File: config.mk
export PLATFORM = sky130hd
export DESIGN_NAME = alu_seq_unit
export DESIGN_NICKNAME = d
export VERILOG_FILES = /design/src/rtl/alu_seq_unit.sv
export SDC_FILE = /design/constraint.sdc
export NUM_CORES = 1
export LEC_CHECK = 0
export ABC_CLOCK_PERIOD_IN_PS = 17350
export CAP_MARGIN = 20
export CORE_ASPECT_RATIO = 0.7
export CORE_MARGIN = 4
export CORE_UTILIZATION = 40
export DETAILED_ROUTE_END_ITERATION = 12
export HOLD_SLACK_MARGIN = 0.05
export PLACE_DENSITY = 0.67
export SYNTH_ARGS = -nofsm -noshare
export SYNTH_HDL_FRONTEND = slang
export SYNTH_SLANG_ARGS = --single-unit
File: constraint.sdc
create_clock -name clk -period 17.35 [get_ports clk]
set_input_delay 1.735 -clock clk [delete_from_list [all_inputs] [get_ports clk]]
set_output_delay 1.735 -clock clk [all_outputs]
set_load 0.03 [all_outputs]
File: src/rtl/alu_seq_unit.sv
// Registered ALU with valid/ready handshake; single-cycle logic/arith ops plus
// iterative shift-add multiply and restoring divide producing NZCV flags.
module alu_seq_unit #(
  parameter  int N   = 32,
  localparam int SHW = $clog2(N)
) (
  input  logic         clk,
  input  logic         rst_n,
  input  logic         in_valid,
  output logic         in_ready,
  input  logic [N-1:0] a,
  input  logic [N-1:0] b,
  input  logic [3:0]   ALUControl,
  output logic         out_valid,
  input  logic         out_ready,
  output logic [N-1:0] resultado,
  output logic [3:0]   flags,
  output logic         div0
);

  typedef enum logic [1:0] {S_IDLE, S_MUL, S_DIV, S_DONE} state_t;

  localparam logic [3:0] OP_SUB  = 4'b0001, OP_MULT = 4'b0010, OP_DIV = 4'b0011,
                         OP_SLL  = 4'b0100, OP_SRL  = 4'b0101, OP_AND = 4'b0110,
                         OP_OR   = 4'b0111, OP_XOR  = 4'b1000, OP_NOT = 4'b1001;

  state_t         r_state, w_state_nxt;
  logic [SHW-1:0] r_cnt;
  logic [N-1:0]   r_acc, r_sh, r_mp, r_dv;
  logic           r_div0z;

  logic [N-1:0]   w_acc_cur, w_sh_cur, w_mp_cur, w_dv_cur;
  logic [N-1:0]   w_mul_acc, w_div_acc, w_div_q, w_rem_sub;
  logic [N:0]     w_rem_sh, w_add, w_sub;
  logic           w_ge;
  logic [N-1:0]   w_res;
  logic           w_c, w_v;

  assign in_ready  = (r_state == S_IDLE);
  assign out_valid = (r_state == S_DONE);

  always_ff @(posedge clk) begin
    if (!rst_n) r_state <= S_IDLE;
    else        r_state <= w_state_nxt;
  end

  always_comb begin
    w_state_nxt = r_state;
    case (r_state)
      S_IDLE: if (in_valid) begin
        if (ALUControl == OP_MULT)     w_state_nxt = S_MUL;
        else if (ALUControl == OP_DIV) w_state_nxt = S_DIV;
        else                           w_state_nxt = S_DONE;
      end
      S_MUL, S_DIV: if (r_cnt == '0) w_state_nxt = S_DONE;
      S_DONE: if (out_ready) w_state_nxt = S_IDLE;
      default: w_state_nxt = S_IDLE;
    endcase
  end

  // The accept edge already performs the first iteration, so N-1 more remain.
  assign w_acc_cur = (r_state == S_IDLE) ? '0 : r_acc;
  assign w_sh_cur  = (r_state == S_IDLE) ? a  : r_sh;
  assign w_mp_cur  = (r_state == S_IDLE) ? b  : r_mp;
  assign w_dv_cur  = (r_state == S_IDLE) ? b  : r_dv;

  assign w_mul_acc = w_acc_cur + (w_mp_cur[0] ? w_sh_cur : '0);

  // Remainder stays below the divisor, so an N-bit subtract is exact; b==0 yields all ones.
  assign w_rem_sh  = {w_acc_cur, w_sh_cur[N-1]};
  assign w_ge      = (w_rem_sh >= {1'b0, w_dv_cur});
  assign w_rem_sub = w_rem_sh[N-1:0] - w_dv_cur;
  assign w_div_acc = w_ge ? w_rem_sub : w_rem_sh[N-1:0];
  assign w_div_q   = {w_sh_cur[N-2:0], w_ge};

  assign w_add = {1'b0, a} + {1'b0, b};
  assign w_sub = {1'b0, a} - {1'b0, b};

  always_comb begin
    w_res = w_add[N-1:0];
    w_c   = w_add[N];
    w_v   = (a[N-1] == b[N-1]) && (w_add[N-1] != a[N-1]);
    case (ALUControl)
      OP_SUB: begin
        w_res = w_sub[N-1:0];
        w_c   = ~w_sub[N];
        w_v   = (a[N-1] != b[N-1]) && (w_sub[N-1] != a[N-1]);
      end
      OP_SLL: begin w_res = a << b[SHW-1:0]; w_c = 1'b0; w_v = 1'b0; end
      OP_SRL: begin w_res = a >> b[SHW-1:0]; w_c = 1'b0; w_v = 1'b0; end
      OP_AND: begin w_res = a & b;           w_c = 1'b0; w_v = 1'b0; end
      OP_OR:  begin w_res = a | b;           w_c = 1'b0; w_v = 1'b0; end
      OP_XOR: begin w_res = a ^ b;           w_c = 1'b0; w_v = 1'b0; end
      OP_NOT: begin w_res = ~a;              w_c = 1'b0; w_v = 1'b0; end
      default: ;
    endcase
  end

  always_ff @(posedge clk) begin
    if (!rst_n) begin
      resultado <= '0;
      flags     <= '0;
      div0      <= 1'b0;
      r_cnt     <= '0;
      r_acc     <= '0;
      r_sh      <= '0;
      r_mp      <= '0;
      r_dv      <= '0;
      r_div0z   <= 1'b0;
    end else begin
      case (r_state)
        S_IDLE: if (in_valid) begin
          if (ALUControl == OP_MULT) begin
            r_acc <= w_mul_acc;
            r_sh  <= w_sh_cur << 1;
            r_mp  <= w_mp_cur >> 1;
            r_cnt <= SHW'(N-2);
          end else if (ALUControl == OP_DIV) begin
            r_acc   <= w_div_acc;
            r_sh    <= w_div_q;
            r_dv    <= b;
            r_div0z <= (b == '0);
            r_cnt   <= SHW'(N-2);
          end else begin
            resultado <= w_res;
            flags     <= {w_res[N-1], (w_res == '0), w_c, w_v};
            div0      <= 1'b0;
          end
        end
        S_MUL: begin
          r_acc <= w_mul_acc;
          r_sh  <= w_sh_cur << 1;
          r_mp  <= w_mp_cur >> 1;
          r_cnt <= r_cnt - 1'b1;
          if (r_cnt == '0) begin
            resultado <= w_mul_acc;
            flags     <= {w_mul_acc[N-1], (w_mul_acc == '0), 2'b00};
            div0      <= 1'b0;
          end
        end
        S_DIV: begin
          r_acc <= w_div_acc;
          r_sh  <= w_div_q;
          r_cnt <= r_cnt - 1'b1;
          if (r_cnt == '0) begin
            resultado <= w_div_q;
            flags     <= {w_div_q[N-1], (w_div_q == '0), 2'b00};
            div0      <= r_div0z;
          end
        end
        default: ;
      endcase
    end
  end

endmodule

==> impl_metrics.tcl <==
set metrics [dict create \
    status "completed" \
    cts_sinks 171 \
    dieArea_um2 59600 \
    drive_gt1_share_pct 8.40 \
    ir_worst_vdd_uv 82.9 \
    r2r_start "r_state[0]" \
    first_iter_violations 4559 \
    grt_usage_pct 34.1 \
    post_cts_resized 0 \
    syn_to_final_growth_pct 9.98 \
    synthTopCellsByCount "343 x nor2_1, 286 x nand2_1, 279 x a21oi_1" \
    ys.flop_type "dfxtp_1" \
    min_to "r_dv[22]" \
    path_buf_inv 3 \
    dp_cells 3698 \
    grt_max_degree 91 \
    drv_slew 0 \
    routedWlPerCell_um 28.4 \
    powerDensity_nw_per_um2 110 \
    cts_hold_buf 0 \
    grt_pass1_wl_um 155000 \
    syn-num-nets 3248 \
    slowest_stage "buf_4" \
    syn_area_per_cell_um2 7.41 \
    synthArstFlopShare_pct 0 \
    cp_slowest_stage_delay_ps 810 \
    multi_input_area_um2 17400 \
    whs_path_depth 2 \
    timing.rr.end "flags[2]" \
    path_depth 19 \
    cp_max_fo 56 \
    setup-tns-final_ps 0 \
    setup_viol 0 \
    drc 0 \
    ys_ff_latch 171 \
    gp_congestion 1.05 \
    cap_violations 0 \
    post_cts_buffers 0 \
    io_buffers 110 \
    root_buffer "clkbuf_16" \
    synth_top_area_share_pct 15.4 \
    yosysMostFrequentCell "nor2_1" \
    vias_per_cell 6.79 \
    die_w_um 290 \
    hold_start "r_dv[22]" \
    dp_hpwl_um 79200 \
    grt_pass1_vias 22800 \
    cts_tree "built" \
    reg2reg_depth 19 \
    final_cells 3732 \
    ys_warn_count 0 \
    htreeDepth 4 \
    ant_nets 0 \
    syn_inst 3006 \
    fillers 5644 \
    ys_seq_area_share_pct 15.4 \
    start_kind "register" \
    grt-ovfl-total 0 \
    synth_edf_count 0 \
    synth_area_um2 22300 \
    regArea_um2 3420 \
    path_class "register to register" \
    hp-class "register to register" \
    fin_skew_ps 17.5 \
    synthTopCellsByArea "dfxtp_1 15%, ha_1 9.3%, mux2i_1 7.9%" \
    rows 72 \
    end_kind "register" \
    synthDistinctLibCells 105 \
    antenna_found_initial 3 \
    first_pass_iters 6 \
    core_um2 55100 \
    clock_latency_ps 470 \
    clk_pin_slew_ps 80 \
    post-route-util_pct 44.4 \
    vias 25300 \
    drt_wl_total_um 106000 \
    hold_viol 0 \
    numCtsBuffers 17 \
    worstPathCellList "inv_1 -> ha_4 -> buf_4 -> buf_4 -> mux2i_1 -> nor2_1 -> ha_1 -> nand2_1 -> or4b_1 -> o21ai_2 -> a21oi_1 -> xnor2_1 -> or4b_1 -> nor4b_1 -> nand4b_1 -> nor4_1 -> nand4_1 -> o22a_1 -> o31ai_2" \
    fin_nets 3219 \
    max_freq_mhz 142 \
    slew_headroom_pct 19.6 \
    rsz0062_at_grt "false" \
    r2r_slack_ps 10300 \
    cellLeakagePower_nw 9.78 \
    initial_core_util_pct 40.4 \
    crit_family "simple AND/OR/NAND/NOR gates" \
    clock_path_buffers 2 \
    period_share_pct 40.6 \
    arrival_ps 7430 \
    cp.required_ps 17730 \
    die_h_um 205 \
    period_minus_slack_ps 7050 \
    io_pins 111 \
    tightest_slew_ps 1200 \
    synth_top_area_cell "dfxtp_1" \
]
==> final cells by class <==
class | count | area share, %
multi-input combinational | 2458 | 70.8
sequential | 171 | 14.0
timing repair buffer | 191 | 6.91
tap | 740 | 3.78
inverter | 138 | 2.13
clock buffer | 17 | 1.74
clock inverter | 14 | 0.603
antenna | 3 | 0.0306
==> metal layers <==
metal	vias to the layer above	wire, um	GRT usage (%)
met1	12000	46200	50.7
met3	251	17300	13.5
met2	1957	38600	44.4
met4	4	3620	9.69
met5	-	27	0
li1	11200	-	-
==> report_power, final <==
part / total [mW] / switching, mW / internal [mW]
logic: 1.74 / 1.17 / 0.572
clock network: 0.396 / 0.204 / 0.192
registers: 0.564 / 0.0752 / 0.489
total: 2.70 / 1.45 / 1.25
==> registers in the layout, summed over array words and instances, names as in the netlist, 2 cells and up <==
name / flops
flags: 3
r_state: 2
r_mp: 31
r_sh: 32
r_cnt: 5
r_acc: 32
r_dv: 32
resultado: 32
==> per-stage QoR <==
stage | instance area [um^2] | hold WS, ps | power (mW) | setup slack, ps
floorplan | 22300 | 434 | 1.65 | 11200
CTS | 24500 | 456 | 2.62 | 10550
finish | 24500 | 456 | 2.70 | 10300
global placement | 23900 | 441 | 2.22 | 10450
detailed placement | 23900 | 446 | 2.23 | 10430
global route | 24500 | 471 | 2.81 | 10010
==> worst reg2reg max path, cell delays in order, from the launching register on <==
cell      delay, ps
dfxtp_1         330
inv_1           160
ha_4            710
buf_4           720
buf_4           840
mux2i_1         580
nor2_1           90
ha_1            400
nand2_1         110
or4b_1          490
o21ai_2         240
a21oi_1         130
xnor2_1         170
or4b_1          580
nor4b_1         590
nand4b_1        200
nor4_1          230
nand4_1         140
o22a_1          210
o31ai_2          50
==> worst max path at each step <==
stage	from	endpoint	slack (ps)
4_1_cts	r_state[0]	flags[2]	10550
3_3_place_gp	a[0]	flags[2]	10450
2_1_floorplan	b[0]	flags[2]	11200
3_5_place_dp	a[0]	flags[2]	10430
5_1_grt	r_state[1]	flags[2]	10010
6_report	r_state[0]	flags[2]	10300
==> placed cells by master, fill, tap and decap left out, types with 11 or more instances in the layout <==
master           count
a31oi_1             30
o211a_1             11
and2_1              14
dfxtp_1            171
clkdlybuf4s50_1    106
nand2_1            286
xor2_1              20
a21o_1              39
a311oi_1            11
o21a_1              26
a222oi_1            15
and3_1              15
a211oi_1           102
a211o_1             17
nor2b_1             46
o31ai_1             17
xnor2_1             38
clkbuf_16           17
nand4_1             22
buf_4               83
o221ai_1            30
nor3_1              58
a21oi_1            278
o21bai_1            23
nor2_1             343
o22ai_1             21
nor4_1              33
o21ai_0            128
or3_1               23
a221oi_1            26
mux2_2              27
inv_1              133
mux4_2              42
a22oi_1             28
ha_1               164
nand2b_1            34
nand3_1             48
o211ai_1            49
mux2i_1            175
==> cell families (layout without fill, tap and decap cells) <==
logic type | Yosys count | in the layout | share of synthesized area, %
buf+inv | 377 | 360 | 7.18
fa+ha+maj | 170 | 170 | 9.68
mux | 247 | 247 | 13.8
simple gates | 984 | 984 | 20.7
flops | 171 | 171 | 15.4
xor+xnor | 58 | 58 | 2.28
compound gates | 999 | 999 | 31.0
other cells | 0 | 3 | 0
Note: power is estimated with default switching activity, not from simulation.
